[config.mk]
export PLATFORM = sky130hd
export DESIGN_NAME = hazard_unit_flat
export DESIGN_NICKNAME = d
export VERILOG_FILES = /design/src/rtl/hazard_unit_pkg.sv /design/src/rtl/hazard_unit_if.sv /design/src/rtl/hazard_scoreboard.sv /design/src/rtl/hazard_unit.sv /design/src/flat_wrapper.sv
export SDC_FILE = /design/constraint.sdc
export NUM_CORES = 1
export LEC_CHECK = 0
export ABC_AREA = 1
export CAP_MARGIN = 10
export CORE_ASPECT_RATIO = 1.2
export CORE_UTILIZATION = 40
export DETAILED_ROUTE_END_ITERATION = 16
export DONT_BUFFER_PORTS = 1
export PLACE_DENSITY_LB_ADDON = 0.15
export SLEW_MARGIN = 20
export SYNTH_ARGS = -nofsm -noshare
export SYNTH_HDL_FRONTEND = slang
export SYNTH_SLANG_ARGS = --single-unit
[constraint.sdc]
create_clock -name clk -period 3.02 [get_ports clk]
set_clock_uncertainty 0.2 [all_clocks]
set_input_delay 0.453 -clock clk [delete_from_list [all_inputs] [get_ports clk]]
set_output_delay 0.453 -clock clk [all_outputs]
set_load 0.02 [all_outputs]
[src/rtl/hazard_unit_pkg.sv]
// hazard_unit_pkg: shared defaults and operand-select encodings for the hazard unit
package hazard_unit_pkg;
    localparam int REG_AW_DEF = 5;
    localparam int SEL_RF = 0;
    function automatic int sel_cmp(input int nfwd);
        return nfwd + 1;
    endfunction
endpackage

[src/rtl/hazard_unit_if.sv]
// hazard_unit_if: IDU/pipeline-side signal bundle of the hazard unit
interface hazard_unit_if import hazard_unit_pkg::*; #(
    parameter int REG_AW  = REG_AW_DEF,
    parameter int NFWD    = 2,
    parameter int MAX_OUT = 4
);
    localparam int SW = $clog2(NFWD + 2);
    localparam int OW = $clog2(MAX_OUT + 1);
    logic                   id_valid;
    logic [REG_AW-1:0]      id_rs1;
    logic [REG_AW-1:0]      id_rs2;
    logic                   id_rs1_use;
    logic                   id_rs2_use;
    logic [REG_AW-1:0]      id_rd;
    logic                   id_long;
    logic [NFWD*REG_AW-1:0] fwd_rd;
    logic [NFWD-1:0]        fwd_wen;
    logic [NFWD-1:0]        fwd_rdy;
    logic                   cmp_valid;
    logic [REG_AW-1:0]      cmp_rd;
    logic [SW-1:0]          rs1_sel;
    logic [SW-1:0]          rs2_sel;
    logic                   stall;
    logic [OW-1:0]          outstanding;
    logic [31:0]            stall_cnt;
    modport master (
        output id_valid, id_rs1, id_rs2, id_rs1_use, id_rs2_use, id_rd, id_long,
               fwd_rd, fwd_wen, fwd_rdy, cmp_valid, cmp_rd,
        input  rs1_sel, rs2_sel, stall, outstanding, stall_cnt
    );
    modport slave (
        input  id_valid, id_rs1, id_rs2, id_rs1_use, id_rs2_use, id_rd, id_long,
               fwd_rd, fwd_wen, fwd_rdy, cmp_valid, cmp_rd,
        output rs1_sel, rs2_sel, stall, outstanding, stall_cnt
    );
endinterface

[src/rtl/hazard_scoreboard.sv]
// hazard_scoreboard: busy bits and outstanding count of long-latency register writes
module hazard_scoreboard import hazard_unit_pkg::*; #(
    parameter int REG_AW  = REG_AW_DEF,
    parameter int MAX_OUT = 4,
    localparam int OW     = $clog2(MAX_OUT + 1)
) (
    input  logic                     clk,
    input  logic                     rst_n,
    input  logic                     issue,
    input  logic [REG_AW-1:0]        issue_rd,
    input  logic                     cmp_valid,
    input  logic [REG_AW-1:0]        cmp_rd,
    output logic [(1<<REG_AW)-1:0]   busy,
    output logic [OW-1:0]            outstanding
);
    logic                   clr;
    logic [(1<<REG_AW)-1:0] busy_nxt;
    assign clr = cmp_valid && busy[cmp_rd];
    // completion clears first so a same-rd reissue leaves the bit set
    always_comb begin
        busy_nxt = busy;
        if (clr) busy_nxt[cmp_rd] = 1'b0;
        if (issue) busy_nxt[issue_rd] = 1'b1;
    end
    // count moves only when exactly one of issue / effective completion happens
    always_ff @(posedge clk) begin
        if (!rst_n) begin
            busy        <= '0;
            outstanding <= '0;
        end else begin
            busy        <= busy_nxt;
            outstanding <= (issue && !clr) ? outstanding + 1'b1 :
                           (clr && !issue) ? outstanding - 1'b1 : outstanding;
        end
    end
endmodule

[src/rtl/hazard_unit.sv]
// hazard_unit: operand forwarding select and IDU stall from pipeline stages and scoreboard
module hazard_unit import hazard_unit_pkg::*; #(
    parameter int REG_AW     = REG_AW_DEF,
    parameter int NFWD       = 2,
    parameter int MAX_OUT    = 4,
    parameter int CMP_BYPASS = 1
) (
    input logic         clk,
    input logic         rst_n,
    hazard_unit_if.slave bus
);
    localparam int SW = $clog2(NFWD + 2);
    localparam int OW = $clog2(MAX_OUT + 1);
    logic [(1<<REG_AW)-1:0] busy;
    logic [OW-1:0]          outstanding;
    logic                   cmp_eff, waw, full, stall, issue;
    logic [31:0]            stall_cnt;
    for (genvar s = 0; s < 2; s++) begin : g_src
        logic [REG_AW-1:0] rs;
        logic              en, hit, rdy, byp, haz;
        logic [SW-1:0]     ksel, sel;
        assign rs = (s == 0) ? bus.id_rs1 : bus.id_rs2;
        assign en = ((s == 0) ? bus.id_rs1_use : bus.id_rs2_use) && rs != '0;
        // scan oldest to youngest so the youngest matching writer wins
        always_comb begin
            hit  = 1'b0;
            rdy  = 1'b0;
            ksel = '0;
            for (int k = NFWD; k >= 1; k--)
                if (bus.fwd_wen[k-1] && bus.fwd_rd[k*REG_AW-1 -: REG_AW] == rs) begin
                    hit  = 1'b1;
                    rdy  = bus.fwd_rdy[k-1];
                    ksel = SW'(k);
                end
        end
        assign byp = CMP_BYPASS != 0 && bus.cmp_valid && bus.cmp_rd == rs;
        assign sel = !en ? SW'(SEL_RF) :
                     hit ? (rdy ? ksel : SW'(SEL_RF)) :
                     (busy[rs] && byp) ? SW'(sel_cmp(NFWD)) : SW'(SEL_RF);
        assign haz = en && (hit ? !rdy : busy[rs] && !byp);
    end
    assign cmp_eff = CMP_BYPASS != 0 && bus.cmp_valid && busy[bus.cmp_rd];
    assign waw     = bus.id_long && busy[bus.id_rd] && !(cmp_eff && bus.cmp_rd == bus.id_rd);
    assign full    = bus.id_long && outstanding == OW'(MAX_OUT) && !cmp_eff;
    assign stall   = bus.id_valid && (g_src[0].haz || g_src[1].haz || waw || full);
    assign issue   = bus.id_valid && bus.id_long && !stall && bus.id_rd != '0;
    hazard_scoreboard #(.REG_AW(REG_AW), .MAX_OUT(MAX_OUT)) u_sb (
        .clk        (clk),
        .rst_n      (rst_n),
        .issue      (issue),
        .issue_rd   (bus.id_rd),
        .cmp_valid  (bus.cmp_valid),
        .cmp_rd     (bus.cmp_rd),
        .busy       (busy),
        .outstanding(outstanding)
    );
    // saturating count of stalled cycles
    always_ff @(posedge clk) begin
        if (!rst_n) stall_cnt <= '0;
        else if (stall && stall_cnt != '1) stall_cnt <= stall_cnt + 1'b1;
    end
    assign bus.rs1_sel     = g_src[0].sel;
    assign bus.rs2_sel     = g_src[1].sel;
    assign bus.stall       = stall;
    assign bus.outstanding = outstanding;
    assign bus.stall_cnt   = stall_cnt;
endmodule
[src/flat_wrapper.sv]
// flat-port wrapper written by rule: the top's interface ports become plain ports
module hazard_unit_flat import hazard_unit_pkg::*;
#(
    parameter int REG_AW     = REG_AW_DEF,
    parameter int NFWD       = 2,
    parameter int MAX_OUT    = 4,
    parameter int CMP_BYPASS = 1
)
  (clk, rst_n, bus_id_valid, bus_id_rs1, bus_id_rs2, bus_id_rs1_use, bus_id_rs2_use, bus_id_rd, bus_id_long, bus_fwd_rd, bus_fwd_wen, bus_fwd_rdy, bus_cmp_valid, bus_cmp_rd, bus_rs1_sel, bus_rs2_sel, bus_stall, bus_outstanding, bus_stall_cnt);
  hazard_unit_if #(.REG_AW(REG_AW), .NFWD(NFWD), .MAX_OUT(MAX_OUT)) bus_i ();
  input logic clk;
  input logic rst_n;
  input wire logic [$bits(bus_i.id_valid)-1:0] bus_id_valid;
  input wire logic [$bits(bus_i.id_rs1)-1:0] bus_id_rs1;
  input wire logic [$bits(bus_i.id_rs2)-1:0] bus_id_rs2;
  input wire logic [$bits(bus_i.id_rs1_use)-1:0] bus_id_rs1_use;
  input wire logic [$bits(bus_i.id_rs2_use)-1:0] bus_id_rs2_use;
  input wire logic [$bits(bus_i.id_rd)-1:0] bus_id_rd;
  input wire logic [$bits(bus_i.id_long)-1:0] bus_id_long;
  input wire logic [$bits(bus_i.fwd_rd)-1:0] bus_fwd_rd;
  input wire logic [$bits(bus_i.fwd_wen)-1:0] bus_fwd_wen;
  input wire logic [$bits(bus_i.fwd_rdy)-1:0] bus_fwd_rdy;
  input wire logic [$bits(bus_i.cmp_valid)-1:0] bus_cmp_valid;
  input wire logic [$bits(bus_i.cmp_rd)-1:0] bus_cmp_rd;
  output wire logic [$bits(bus_i.rs1_sel)-1:0] bus_rs1_sel;
  output wire logic [$bits(bus_i.rs2_sel)-1:0] bus_rs2_sel;
  output wire logic [$bits(bus_i.stall)-1:0] bus_stall;
  output wire logic [$bits(bus_i.outstanding)-1:0] bus_outstanding;
  output wire logic [$bits(bus_i.stall_cnt)-1:0] bus_stall_cnt;
  assign bus_i.id_valid = bus_id_valid;
  assign bus_i.id_rs1 = bus_id_rs1;
  assign bus_i.id_rs2 = bus_id_rs2;
  assign bus_i.id_rs1_use = bus_id_rs1_use;
  assign bus_i.id_rs2_use = bus_id_rs2_use;
  assign bus_i.id_rd = bus_id_rd;
  assign bus_i.id_long = bus_id_long;
  assign bus_i.fwd_rd = bus_fwd_rd;
  assign bus_i.fwd_wen = bus_fwd_wen;
  assign bus_i.fwd_rdy = bus_fwd_rdy;
  assign bus_i.cmp_valid = bus_cmp_valid;
  assign bus_i.cmp_rd = bus_cmp_rd;
  assign bus_rs1_sel = bus_i.rs1_sel;
  assign bus_rs2_sel = bus_i.rs2_sel;
  assign bus_stall = bus_i.stall;
  assign bus_outstanding = bus_i.outstanding;
  assign bus_stall_cnt = bus_i.stall_cnt;
  hazard_unit #(.REG_AW(REG_AW), .NFWD(NFWD), .MAX_OUT(MAX_OUT), .CMP_BYPASS(CMP_BYPASS)) u_core (.clk(clk), .rst_n(rst_n), .bus(bus_i));
endmodule
==> results.ini <==
[route]
drt-initial-drc-count = 447
wirelength_um = 20900
drtAntennaViolNets = 0
vias = 6724
dr.pass1.iters = 5
viasPerCell = 5.65
drcViolationCount = 0
wl_per_cell_um = 17.5

[floorplan]
num_io_pins = 81
initial_utilization_pct = 41.1
rows = 47
core_area_um2 = 13800
die_w_um = 111
dieHeight_um = 133
die-area_um2 = 14700

[global_routing]
grt_overflow = 0
grt_max_degree = 62
grt_antenna_before_repair = 0
first_global_vias = 6593
grt_pass1_wl_um = 33600
track_usage_pct = 28.6

[setup_path]
cp_slowest_cell = dfxtp_1
cp_num_buf_inv = 2
crit_chain = nand2_1 > nand2_1 > nand2_1 > nand2_1 > nand2_1 > nand2_1 > nor2_1 > nand2_2 > nand2_2 > nand2_1 > nand2_1 > nand2_2 > nand3_4 > buf_12 > nand2_1 > inv_1
cp_max_fo = 34
end_kind = output port
crit_path_frequent_cell = nand2_1
cp_top_family = simple AND/OR/NAND/NOR gates
cp_slowest_stage_delay_ps = 390
crit_required_ps = 2370
worstPathArrival_ps = 2180
cp-start-kind = flop
critical_path_class = flop to output port

[cts]
clock-sinks = 67
cts_made_buffers = 9
cts_tree = done
clockBufferDepth = 2
path_clk_slew_ps = 60
cts_hold_buffers = 0
clock_latency_ps = 350
htreeDepth = 3
cts_root_buf = clkbuf_16

[finish]
final_layout_size_suffix_gt1_share_pct = 7.07
finish.utilization_pct = 45.8
insertedDiodeCount = 0
final_common_cell = nand2_1
fin_cells = 1190
layout_common_cells = 357 x nand2_1, 92 x inv_1, 88 x a21oi_1
nets = 1058
areaGrowthSynthToFinish_pct = 11.6

[synth]
ys_ff_latch = 67
ys_types = 28
syn_area_per_cell_um2 = 5.60
syn_nets = 1057
syn_area_um2 = 5680
syn_inst = 1013
ys.warnings.count = 0
ys_seq_area_share_pct = 23.6

[sta]
fin_ws_ps = 186
finalSetupViolCount = 0
slew-limit-headroom_pct = 37.3
max_freq_mhz = 353
drv_slew = 0
worst_pin_slew_ps = 937
layout_min_cycle_time_ps = 2830
finalHoldViolations = 0
layout_worst_path_cycle_share_pct = 93.8
grt_setup_unrepaired = no

[status]
run_status = finished, final reports clean

[pwr]
vdd.ir_drop.worst_mv = 0.308
p_leak_uw = 0.00243
power_uw = 2400
power.density_nw_per_um2 = 379

[job]
drv_cap = 0

[worst_hold_path]
hold_class = primary input to flop

[place]
numPortBuffers = 0
dp_hpwl_um = 15500
dpl_worst_slack_ps = 67.4
gp_congestion = 0.933
place_inst = 1174

## synth_stat cells (all sizes together)
master	count	area [um^2]
nand2	360	1360
inv	95	357
a21oi	88	440
nor2	86	330
dfxtp	67	1340
o21ai	58	290
nand3	53	283
nand4	49	307
nor3	41	205
xor2	31	272
clkbuf	25	93.8
buf	23	129
o22ai	16	100
nor4	8	50.1
xnor2	5	43.8
ha	2	25.0
o211ai	2	15.0
clkinv	1	3.75
fa	1	20.0
nand3b	1	7.51
nor3b	1	7.51
## area by class of cell
cell class / instances / area [um^2]
clock inverter: 6 / 88.8
clock buffer: 10 / 239
tap: 171 / 214
sequential: 67 / 1340
multi-input combinational: 802 / 3790
inverter: 96 / 360
timing repair buffer: 38 / 298
fill: 1523 / 7480
## final timing paths
check / from / to / slack (ps) / cells past startpoint
worst max-delay path: u_core.u_sb.busy[7]$_SDFF_PN0_ / bus_stall / 190 / 16
worst min-delay path: rst_n / u_core.bus.stall_cnt[1]$_SDFFE_PN0P_ / 30 / 2
worst min register to register: u_core.u_sb.busy[0]$_SDFF_PN0_ / u_core.u_sb.busy[0]$_SDFF_PN0_ / 310 / 2
worst max register to register: u_core.u_sb.busy[24]$_SDFF_PN0_ / u_core.u_sb.outstanding[2]$_SDFFE_PN0P_ / 280 / 21
## sequential cells by signal, summed over array words and instances, names as in the netlist
| name | flops |
|---|---|
| u_core.u_sb.outstanding | 3 |
| u_core.bus.stall_cnt | 32 |
| u_core.u_sb.busy | 32 |
## worst register-to-register path: cells and delay by family (launching register included)
kind / cells / cell delay [ps]
adders and majority gates: 2 / 470
and+or+nand+nor: 12 / 850
AOI/OAI and AO/OA: 5 / 560
DFF: 1 / 390
buffers and inverters: 2 / 140
## power by group
group          internal (uW)  switching, uW
Sequential               893           19.9
Combinational            104            222
Clock                    745            419
## per-layer routing
| metal | global-route usage, % | wire length, um | up-vias |
|---|---|---|---|
| li1 | - | - | 3321 |
| met1 | 29.5 | 7910 | 3090 |
| met2 | 52.8 | 10600 | 243 |
| met3 | 7.28 | 1380 | 70 |
| met4 | 15.5 | 973 | 0 |
| met5 | 0 | 0 | - |
## kinds of logic (layout without fill, tap and decap cells)
family,Yosys count,in the layout,share of synthesized area (%)
flip-flops,67,67,23.6
buffers and inverters,144,150,10.3
AND/OR/NAND/NOR,599,599,44.9
AO/OA/AOI/OAI,164,164,14.9
adder cells (fa/ha/maj),3,3,0.793
XOR/XNOR,36,36,5.55
## through the flow
| stage | setup TNS [ps] | hold slack (ps) | area [um^2] |
|---|---|---|---|
| 2_1_floorplan | -34.8 | 259 | 5730 |
| 3_3_place_gp | 0 | 318 | 5990 |
| 3_5_place_dp | 0 | 314 | 5990 |
| 4_1_cts | 0 | 22.4 | 6320 |
| 5_1_grt | 0 | 25.8 | 6330 |
| 6_report | 0 | 29.9 | 6330 |
## what timing repair did
action                                  in CTS  in global routing
endpoints found under the setup margin       0                  1
resized for setup                            0                  4
setup buffers                                0                  0
No activity file was read; power rests on OpenSTA's default activity.
